--- config.mk ---
export PLATFORM = sky130hd
export DESIGN_NAME = bus_and_arbiter_flat
export DESIGN_NICKNAME = d
export VERILOG_FILES = /design/src/rtl/bus_and_arbiter_if.sv /design/src/rtl/bus_and_arbiter.sv /design/src/flat_wrapper.sv
export SDC_FILE = /design/constraint.sdc
export NUM_CORES = 1
export LEC_CHECK = 0
export ABC_AREA = 1
export CORE_ASPECT_RATIO = 1.4
export CORE_MARGIN = 10
export CORE_UTILIZATION = 32
export DETAILED_ROUTE_END_ITERATION = 10
export GPL_TIMING_DRIVEN = 0
export PLACE_DENSITY = 0.76
export SYNTH_ARGS = -nofsm -noshare
export SYNTH_HDL_FRONTEND = slang
export SYNTH_SLANG_ARGS = --single-unit
--- constraint.sdc ---
create_clock -name clk -period 1.3 [get_ports clk]
set_input_delay 0.13 -clock clk [delete_from_list [all_inputs] [get_ports clk]]
set_output_delay 0.13 -clock clk [all_outputs]
set_load 0.005 [all_outputs]
--- src/rtl/bus_and_arbiter_if.sv ---
`default_nettype none
// +--------------------------------------------------------------------------+
// | bus_and_arbiter_if : requester/response bundle for bus_and_arbiter        |
// | Rev 1.0                                                                   |
// +--------------------------------------------------------------------------+
interface bus_and_arbiter_if #(
  parameter int WIDTH = 8
);
  logic             req0_valid;
  logic             req0_ready;
  logic [WIDTH-1:0] req0_a;
  logic [WIDTH-1:0] req0_b;
  logic             req1_valid;
  logic             req1_ready;
  logic [WIDTH-1:0] req1_a;
  logic [WIDTH-1:0] req1_b;
  logic             rsp_valid;
  logic             rsp_ready;
  logic             rsp_id;
  logic [WIDTH-1:0] rsp_result;
  logic             rsp_carry;
  logic             rsp_overflow;
  logic             busy;

  // Environment side: requesters and response consumer.
  modport master (
    output req0_valid, req0_a, req0_b,
    output req1_valid, req1_a, req1_b,
    output rsp_ready,
    input  req0_ready, req1_ready,
    input  rsp_valid, rsp_id, rsp_result, rsp_carry, rsp_overflow, busy
  );

  // Arbiter side.
  modport slave (
    input  req0_valid, req0_a, req0_b,
    input  req1_valid, req1_a, req1_b,
    input  rsp_ready,
    output req0_ready, req1_ready,
    output rsp_valid, rsp_id, rsp_result, rsp_carry, rsp_overflow, busy
  );
endinterface
`default_nettype wire

--- src/rtl/bus_and_arbiter.sv ---
`default_nettype none
// +--------------------------------------------------------------------------+
// | bus_and_arbiter : round-robin two-requester AND datapath, 1-entry slot    |
// | Rev 1.0                                                                   |
// +--------------------------------------------------------------------------+
module bus_and_arbiter #(
  parameter int WIDTH = 8
) (
  input  logic              clk,
  input  logic              rst,
  bus_and_arbiter_if.slave  bus
);

  localparam logic [0:0] S_EMPTY = 1'b0;
  localparam logic [0:0] S_FULL  = 1'b1;

  logic [0:0]       state_q,    state_d;
  logic             last_q,     last_d;
  logic             id_q,       id_d;
  logic [WIDTH-1:0] result_q,   result_d;
  logic             carry_q,    carry_d;
  logic             overflow_q, overflow_d;

  logic             grant0;
  logic             grant1;
  logic             slot_free;
  logic             accept0;
  logic             accept1;
  logic [WIDTH-1:0] operand_and;

  // Grant and accept; contention goes to the requester not served last.
  always_comb begin
    grant0      = bus.req0_valid && (!bus.req1_valid || last_q);
    grant1      = bus.req1_valid && (!bus.req0_valid || !last_q);
    slot_free   = (state_q == S_EMPTY) || bus.rsp_ready;
    accept0     = grant0 && slot_free && !rst;
    accept1     = grant1 && slot_free && !rst;
    operand_and = accept1 ? (bus.req1_a & bus.req1_b) : (bus.req0_a & bus.req0_b);
  end

  // State register
  always_ff @(posedge clk) begin
    if (rst) begin
      state_q    <= S_EMPTY;
      last_q     <= 1'b1;
      id_q       <= 1'b0;
      result_q   <= '0;
      carry_q    <= 1'b0;
      overflow_q <= 1'b0;
    end else begin
      state_q    <= state_d;
      last_q     <= last_d;
      id_q       <= id_d;
      result_q   <= result_d;
      carry_q    <= carry_d;
      overflow_q <= overflow_d;
    end
  end

  // Next-state logic: an accept refills the slot even while it drains.
  always_comb begin
    state_d    = state_q;
    last_d     = last_q;
    id_d       = id_q;
    result_d   = result_q;
    carry_d    = carry_q;
    overflow_d = overflow_q;
    if (accept0 || accept1) begin
      state_d    = S_FULL;
      last_d     = accept1;
      id_d       = accept1;
      result_d   = operand_and;
      carry_d    = operand_and[WIDTH-1] | operand_and[WIDTH-2];
      overflow_d = operand_and[WIDTH-1] & operand_and[WIDTH-2];
    end else if ((state_q == S_FULL) && bus.rsp_ready) begin
      state_d    = S_EMPTY;
    end
  end

  // Outputs
  always_comb begin
    bus.req0_ready   = accept0;
    bus.req1_ready   = accept1;
    bus.rsp_valid    = (state_q == S_FULL);
    bus.busy         = (state_q == S_FULL);
    bus.rsp_id       = id_q;
    bus.rsp_result   = result_q;
    bus.rsp_carry    = carry_q;
    bus.rsp_overflow = overflow_q;
  end

endmodule
`default_nettype wire

--- src/flat_wrapper.sv ---
// flat-port wrapper written by rule: the top's interface ports become plain ports
module bus_and_arbiter_flat 
#(
  parameter int WIDTH = 8
)
  (clk, rst, bus_req0_valid, bus_req0_a, bus_req0_b, bus_req1_valid, bus_req1_a, bus_req1_b, bus_rsp_ready, bus_req0_ready, bus_req1_ready, bus_rsp_valid, bus_rsp_id, bus_rsp_result, bus_rsp_carry, bus_rsp_overflow, bus_busy);
  bus_and_arbiter_if #(.WIDTH(WIDTH)) bus_i ();
  input  logic clk;
  input  logic rst;
  input wire logic [$bits(bus_i.req0_valid)-1:0] bus_req0_valid;
  input wire logic [$bits(bus_i.req0_a)-1:0] bus_req0_a;
  input wire logic [$bits(bus_i.req0_b)-1:0] bus_req0_b;
  input wire logic [$bits(bus_i.req1_valid)-1:0] bus_req1_valid;
  input wire logic [$bits(bus_i.req1_a)-1:0] bus_req1_a;
  input wire logic [$bits(bus_i.req1_b)-1:0] bus_req1_b;
  input wire logic [$bits(bus_i.rsp_ready)-1:0] bus_rsp_ready;
  output wire logic [$bits(bus_i.req0_ready)-1:0] bus_req0_ready;
  output wire logic [$bits(bus_i.req1_ready)-1:0] bus_req1_ready;
  output wire logic [$bits(bus_i.rsp_valid)-1:0] bus_rsp_valid;
  output wire logic [$bits(bus_i.rsp_id)-1:0] bus_rsp_id;
  output wire logic [$bits(bus_i.rsp_result)-1:0] bus_rsp_result;
  output wire logic [$bits(bus_i.rsp_carry)-1:0] bus_rsp_carry;
  output wire logic [$bits(bus_i.rsp_overflow)-1:0] bus_rsp_overflow;
  output wire logic [$bits(bus_i.busy)-1:0] bus_busy;
  assign bus_i.req0_valid = bus_req0_valid;
  assign bus_i.req0_a = bus_req0_a;
  assign bus_i.req0_b = bus_req0_b;
  assign bus_i.req1_valid = bus_req1_valid;
  assign bus_i.req1_a = bus_req1_a;
  assign bus_i.req1_b = bus_req1_b;
  assign bus_i.rsp_ready = bus_rsp_ready;
  assign bus_req0_ready = bus_i.req0_ready;
  assign bus_req1_ready = bus_i.req1_ready;
  assign bus_rsp_valid = bus_i.rsp_valid;
  assign bus_rsp_id = bus_i.rsp_id;
  assign bus_rsp_result = bus_i.rsp_result;
  assign bus_rsp_carry = bus_i.rsp_carry;
  assign bus_rsp_overflow = bus_i.rsp_overflow;
  assign bus_busy = bus_i.busy;
  bus_and_arbiter #(.WIDTH(WIDTH)) u_core (.clk(clk), .rst(rst), .bus(bus_i));
endmodule
* Word level (Yosys, flattened, before mapping) *
Cells that the tools add are included.

storage, ports and cells
  word-level logic and storage cells = 30
  bits of input ports = 37
  output and inout bits = 15
  register bits = 13

operators by class
  mux-type cells = 3
  reductions and logical operators = 16
  bitwise gates (word level) = 5

operators by type and width
  operator            number
  bitwise AND 8 bit   2
  2-to-1 mux 8 bit    1
  logical AND 1 bit   7
  zero test 1 bit     4
  logical OR 1 bit    4
  2-to-1 mux 1 bit    2
  nonzero test 2 bit  1
  bitwise AND 1 bit   1
  inverter 1 bit      1
  bitwise OR 1 bit    1

* Depth between registers and ports, before layout *
  depth in word-level cells = 7
  gate-level depth with buffers = 9
  gate-level depth less buffers = 9

* Worst setup path after synthesis *
Ideal clock, no wire load.

  path kind = reg2reg
  start = reg u_core.state_q, in the netlist u_core.bus.busy
  end = reg u_core.carry_q, in the netlist u_core.bus.rsp_carry
  data arrival time = 1026 ps
  setup slack = 165 ps
  period minus slack after synthesis = 1135 ps
  buffers on the path = 0
  stages on the path, launching flop included = 8
  setup time = 109 ps
  required time = 1191 ps
  cells stage by stage = dfxtp_1 > nand2_1 > nand3_4 > nand2_2 > nand2_1 > nand3_1 > nand2_1 > inv_1

on the way
  word-level cells in the longest chain between the ends = 6
  elaborated cells on any way between the ends = 9
  those cells by class = 1 x mux; 2 x bitwise; 6 x reduce/logical

ends and longest elaborated chain
  what                             line                   source
  from (decl)                      bus_and_arbiter.sv:17  logic [0:0] state_q, state_d;
  from (signal assigned)           bus_and_arbiter.sv:51  state_q <= state_d;
  inverter 1 bit *                 bus_and_arbiter.sv:35  slot_free = (state_q == S_EMPTY) || bus.rsp_ready;
  logical OR 1 bit *               bus_and_arbiter.sv:35
  logical AND 1 bit (2 in series)  bus_and_arbiter.sv:37  accept1 = grant1 && slot_free && !rst;
  2-to-1 mux 8 bit                 bus_and_arbiter.sv:38  operand_and = accept1 ? (bus.req1_a & bus.req1_b) : (bus.req0_a & bus.req0_b);
  bitwise OR 1 bit                 bus_and_arbiter.sv:73  carry_d = operand_and[WIDTH-1] | operand_and[WIDTH-2];
  to (signal assigned)             bus_and_arbiter.sv:55  carry_q <= carry_d;
  to (decl)                        bus_and_arbiter.sv:21  logic carry_q, carry_d;

Mark *: on every way between the ends. The rest lies on a longest branch, timed or not.
A chain may end at the register's enable or synchronous reset.

* Worst setup path after layout *
  start = in bus_rsp_ready
  end = reg u_core.result_q[0], in the netlist u_core.bus.rsp_result[0]

on the way
  word-level cells in the longest chain between the ends = 4
  elaborated cells on any way between the ends = 7
  those cells by class = 1 x mux; 6 x reduce/logical

ends and longest elaborated chain
  what                                                         line                                          source
  from (decl)                                                  flat_wrapper.sv:16                            input wire logic [$bits(bus_i.rsp_ready)-1:0] bus_rsp_ready;
  logical OR 1 bit *                                           bus_and_arbiter.sv:35
  logical AND 1 bit, on equally long branches (2 in series)    bus_and_arbiter.sv:37, bus_and_arbiter.sv:36
  2-to-1 mux 8 bit / logical OR 1 bit (equally long branches)  bus_and_arbiter.sv:38, bus_and_arbiter.sv:68
  to (signal assigned)                                         bus_and_arbiter.sv:54                         result_q <= result_d;
  to (decl)                                                    bus_and_arbiter.sv:20                         logic [WIDTH-1:0] result_q, result_d;

Marks and branches as above.

==> insert_results.sql <==
INSERT INTO impl_metrics (metric_group, metric, value, unit) VALUES
('run_status', 'status', 'finished clean', ''),
('placed_design', 'port_buffers', '50', ''),
('clocking', 'htreeDepth', '1', ''),
('clocking', 'tritoncts_clock_tree', 'done', ''),
('critical_path', 'maximum_net_fanout_on_the_critical_path', '6', ''),
('floorplan', 'std_cell_rows', '19', ''),
('critical_path', 'worst_r2r_path_depth', '7', ''),
('global_routing', 'grt_remaining_overflow', '0', ''),
('timing', 'min_period_over_period', '99.72', '%'),
('pwr', 'finalPower', '1.101', 'mW'),
('floorplan', 'die_w', '58.91', 'microns'),
('final_layout', 'top_library_cells_by_usage_in_the_layout_fill_and_taps_aside', '39 x sky130_fd_sc_hd__clkdlybuf4s50_1, 20 x sky130_fd_sc_hd__nand2_1, 8 x sky130_fd_sc_hd__inv_1, 8 x sky130_fd_sc_hd__nand3_1, 8 x sky130_fd_sc_hd__dfxtp_1', ''),
('placed_design', 'detailed_place_hpwl', '1.992', 'mm'),
('global_routing', 'first_pass_grt_wire_length', '3.988', 'mm'),
('detailed_routing', 'avgViaCountPerCell', '5.067', ''),
('clocking', 'clock_sink_count', '13', ''),
('clocking', 'worst_skew_pair.late_latency', '300', 'ps'),
('global_routing', 'vias_in_the_first_global_route', '849', ''),
('critical_path', 'cp.required', '1490', 'ps'),
('timing', 'finalSetupViolations', '0', ''),
('critical_path', 'worst_setup_path_start_kind', 'input port', ''),
('worst_hold_path', 'timing.hold.worst.class', 'in2reg', ''),
('detailed_routing', '1st_iter_drt_viols', '16', ''),
('timing', 'grt_setup_unrepaired', 'yes', ''),
('timing', 'final_max_slew_viol_count', '0', ''),
('pwr', 'worst_ir_drop_vdd', '0.4889', 'mV'),
('timing', 'timing.clock.skew', '6.231', 'ps'),
('timing', 'measured_slew_at_the_worst_slew_check_pin', '242.5', 'ps'),
('final_layout', 'layout_cells_sized_above_1', '27.67', '%'),
('placed_design', 'detailed_place.area', '1205', 'sq um'),
('floorplan', 'floorplan_core_area', '1997', 'sq um'),
('timing', 'timing.fmax', '771.4', 'MHz'),
('critical_path', 'worst_setup_path_end_kind', 'flop', ''),
('floorplan', 'die_y', '74.47', 'microns'),
('final_layout', 'post-route-cell-area', '1401', 'sq um'),
('global_routing', 'grt.total_usage', '11.74', '%'),
('timing', 'slew-limit-headroom', '83.72', '%'),
('logic_synthesis', 'synth_nets', '135', ''),
('pwr', 'total_leakage_power', '0.7069', 'nW'),
('placed_design', 'place.gp.congestion', '0.7480', ''),
('critical_path', 'regToRegStartpoint', 'u_core.bus.busy$_SDFFE_PP0P_', ''),
('critical_path', 'timing.critical_path.arrival', '1490', 'ps'),
('critical_path', 'setup.worst_path.end', 'u_core.bus.rsp_result[0]$_SDFFE_PP0P_', ''),
('job', 'number_of_maximum_capacitance_violations', '0', ''),
('final_layout', 'finalNetCount', '197', ''),
('final_layout', 'area.growth.synth_to_final', '106.6', '%'),
('pwr', 'powerDensity', '785.3', 'nW/um^2'),
('timing', 'fin_crit', '1296', 'ps'),
('logic_synthesis', 'synth_seq_cells', '13', ''),
('global_routing', 'initial_antenna_violation_count', '0', ''),
('final_layout', 'layout.cells.most_common', 'sky130_fd_sc_hd__clkdlybuf4s50_1', ''),
('floorplan', 'fp.dieArea', '4387', 'sq um'),
('floorplan', 'ios', '52', ''),
('clocking', 'path_clk_slew', '80', 'ps'),
('critical_path', 'reg2reg_to', 'u_core.bus.rsp_result[0]$_SDFFE_PP0P_', ''),
('timing', 'fin_setup_tns', '0', 'ps'),
('logic_synthesis', 'yosysWarningCount', '0', ''),
('logic_synthesis', 'post_synth_num_cell_types', '17', ''),
('detailed_routing', 'drt.antenna.violating_nets', '0', ''),
('critical_path', 'r2r_slack', '10', 'ps'),
('global_routing', 'grt_start_max_net_pins', '11', ''),
('final_layout', 'antenna_cells', '0', ''),
('detailed_routing', 'avgRoutedWirePerCell', '16.35', 'microns'),
('floorplan', 'initial_utilization', '33.96', '%'),
('detailed_routing', 'wl', '2.943', 'mm'),
('detailed_routing', 'vias', '912', ''),
('logic_synthesis', 'synth.cell_area', '678.2', 'sq um'),
('critical_path', 'startpoint', 'bus_rsp_ready', ''),
('logic_synthesis', 'avgSynthCellArea', '6.920', 'sq um'),
('clocking', 'clk_root_buffer_cell', 'sky130_fd_sc_hd__clkbuf_4', ''),
('clocking', 'clock_path_buffers', '2', ''),
('clocking', 'tritoncts.num_buffers', '3', ''),
('logic_synthesis', 'synthCells', '98', ''),
('detailed_routing', 'drc', '0', ''),
('critical_path', 'timing.setup.critical_path_class', 'in2reg', ''),
('detailed_routing', 'detailedRoute.firstPassIterationCount', '2', ''),
('timing', 'hold_violations', '0', ''),
('logic_synthesis', 'synth_seq_area_share', '38.38', '%'),
('clocking', 'postCtsHoldBufs', '0', '');
how the worst min path moves through the flow:
stage | startpoint | endpoint | slack, ps | cells past startpoint
after detailed placement | rst | u_core.bus.rsp_result[7]$_SDFFE_PP0P_ | 360 | 2
after global placement | rst | u_core.bus.rsp_overflow$_SDFFE_PP0P_ | 360 | 2
final | rst | u_core.bus.rsp_overflow$_SDFFE_PP0P_ | 50 | 2
after global routing | rst | u_core.bus.rsp_overflow$_SDFFE_PP0P_ | 40 | 2
after floorplan | rst | u_core.bus.busy$_SDFFE_PP0P_ | 340 | 2
after CTS | rst | u_core.bus.busy$_SDFFE_PP0P_ | 40 | 2
cells by family after synthesis:
family / Yosys count / share of synthesized area [%]
and+or+nand+nor: 53 / 37.09
AOI/OAI and AO/OA: 18 / 13.65
buffers and inverters: 14 / 10.89
DFF: 13 / 38.38
sequential cells by signal, summed over array words and instances, names as in the netlist:
register                 cells
u_core.bus.rsp_id            1
u_core.bus.busy              1
u_core.bus.rsp_carry         1
u_core.bus.rsp_result        8
u_core.last_q                1
u_core.bus.rsp_overflow      1
synthesized netlist by cell type:
library cell               instances  area share [%]
sky130_fd_sc_hd__nand2_1          24              13
sky130_fd_sc_hd__dfxtp_1          13              38
sky130_fd_sc_hd__nor2_1           13             7.2
sky130_fd_sc_hd__nand3_1          10             7.4
sky130_fd_sc_hd__inv_1             9             5.0
sky130_fd_sc_hd__o21ai_0           6             4.4
sky130_fd_sc_hd__o21ai_1           6             4.4
sky130_fd_sc_hd__a21oi_1           5             3.7
sky130_fd_sc_hd__nand4_1           3             2.8
sky130_fd_sc_hd__buf_6             2             3.3
sky130_fd_sc_hd__buf_4             1             1.1
sky130_fd_sc_hd__inv_2             1            0.55
sky130_fd_sc_hd__inv_4             1            0.92
sky130_fd_sc_hd__nand2_2           1            0.92
sky130_fd_sc_hd__nand3_4           1             2.6
sky130_fd_sc_hd__nor2_8            1             3.0
sky130_fd_sc_hd__o211ai_1          1             1.1
power by group:
| part | switching, mW | internal [mW] | total (mW) | leakage, nW |
|---|---|---|---|---|
| combinational | 0.171 | 0.216 | 0.387 | 0.584 |
| sequential | 0.0174 | 0.429 | 0.447 | 0.108 |
| clock | 0.148 | 0.120 | 0.267 | 0.0150 |
metal layers:
metal | vias up | GRT usage [%] | wire length (microns)
li1 | 443 | - | -
met1 | 424 | 10.68 | 942
met2 | 35 | 21.43 | 1669
met3 | 10 | 4.429 | 241
met4 | 0 | 6.905 | 89
met5 | - | 0 | 0
critical path, cell delays in order:
cell and delay [ps]:
sky130_fd_sc_hd__clkdlybuf4s50_1 460, sky130_fd_sc_hd__inv_1 70, sky130_fd_sc_hd__nand2_4 80, sky130_fd_sc_hd__buf_6 100, sky130_fd_sc_hd__nand4_1 160, sky130_fd_sc_hd__nand2_4 230
sky130_fd_sc_hd__clkinv_8 100, sky130_fd_sc_hd__nor2_4 100, sky130_fd_sc_hd__nor2_1 50
cell type report:
| cell class | count | area (sq um) |
|---|---|---|
| sequential | 13 | 269.0 |
| inverter | 11 | 53.80 |
| multi-input combinational | 72 | 440.4 |
| fill | 159 | 595.6 |
| tap | 21 | 26.28 |
| timing repair buffer | 55 | 546.8 |
| timing repair inverter | 1 | 8.758 |
| clock buffer | 4 | 26.28 |
| buffer | 3 | 30.03 |
repair_timing:
item	4_1_cts	5_1_grt
gates cloned	0	2
setup endpoints to repair	11	22
setup buffers	3	2
pin swaps	3	12
resized for setup	15	41
endpoints found under the hold margin	0	0
per-stage QoR:
stage | worst slack [ps] | instances | utilization (%) | hold slack (ps)
global route | -106.0 | 180 | 70.18 | 44.73
CTS | 1.250 | 176 | 62.78 | 44.08
detailed placement | -583.4 | 169 | 60.34 | 364.1
finish | 3.602 | 180 | 70.18 | 48.11
floorplan | 164.7 | 98 | - | 342.0
global placement | -574.3 | 169 | 60.34 | 360.2
(Power assumes the default switching activity.)
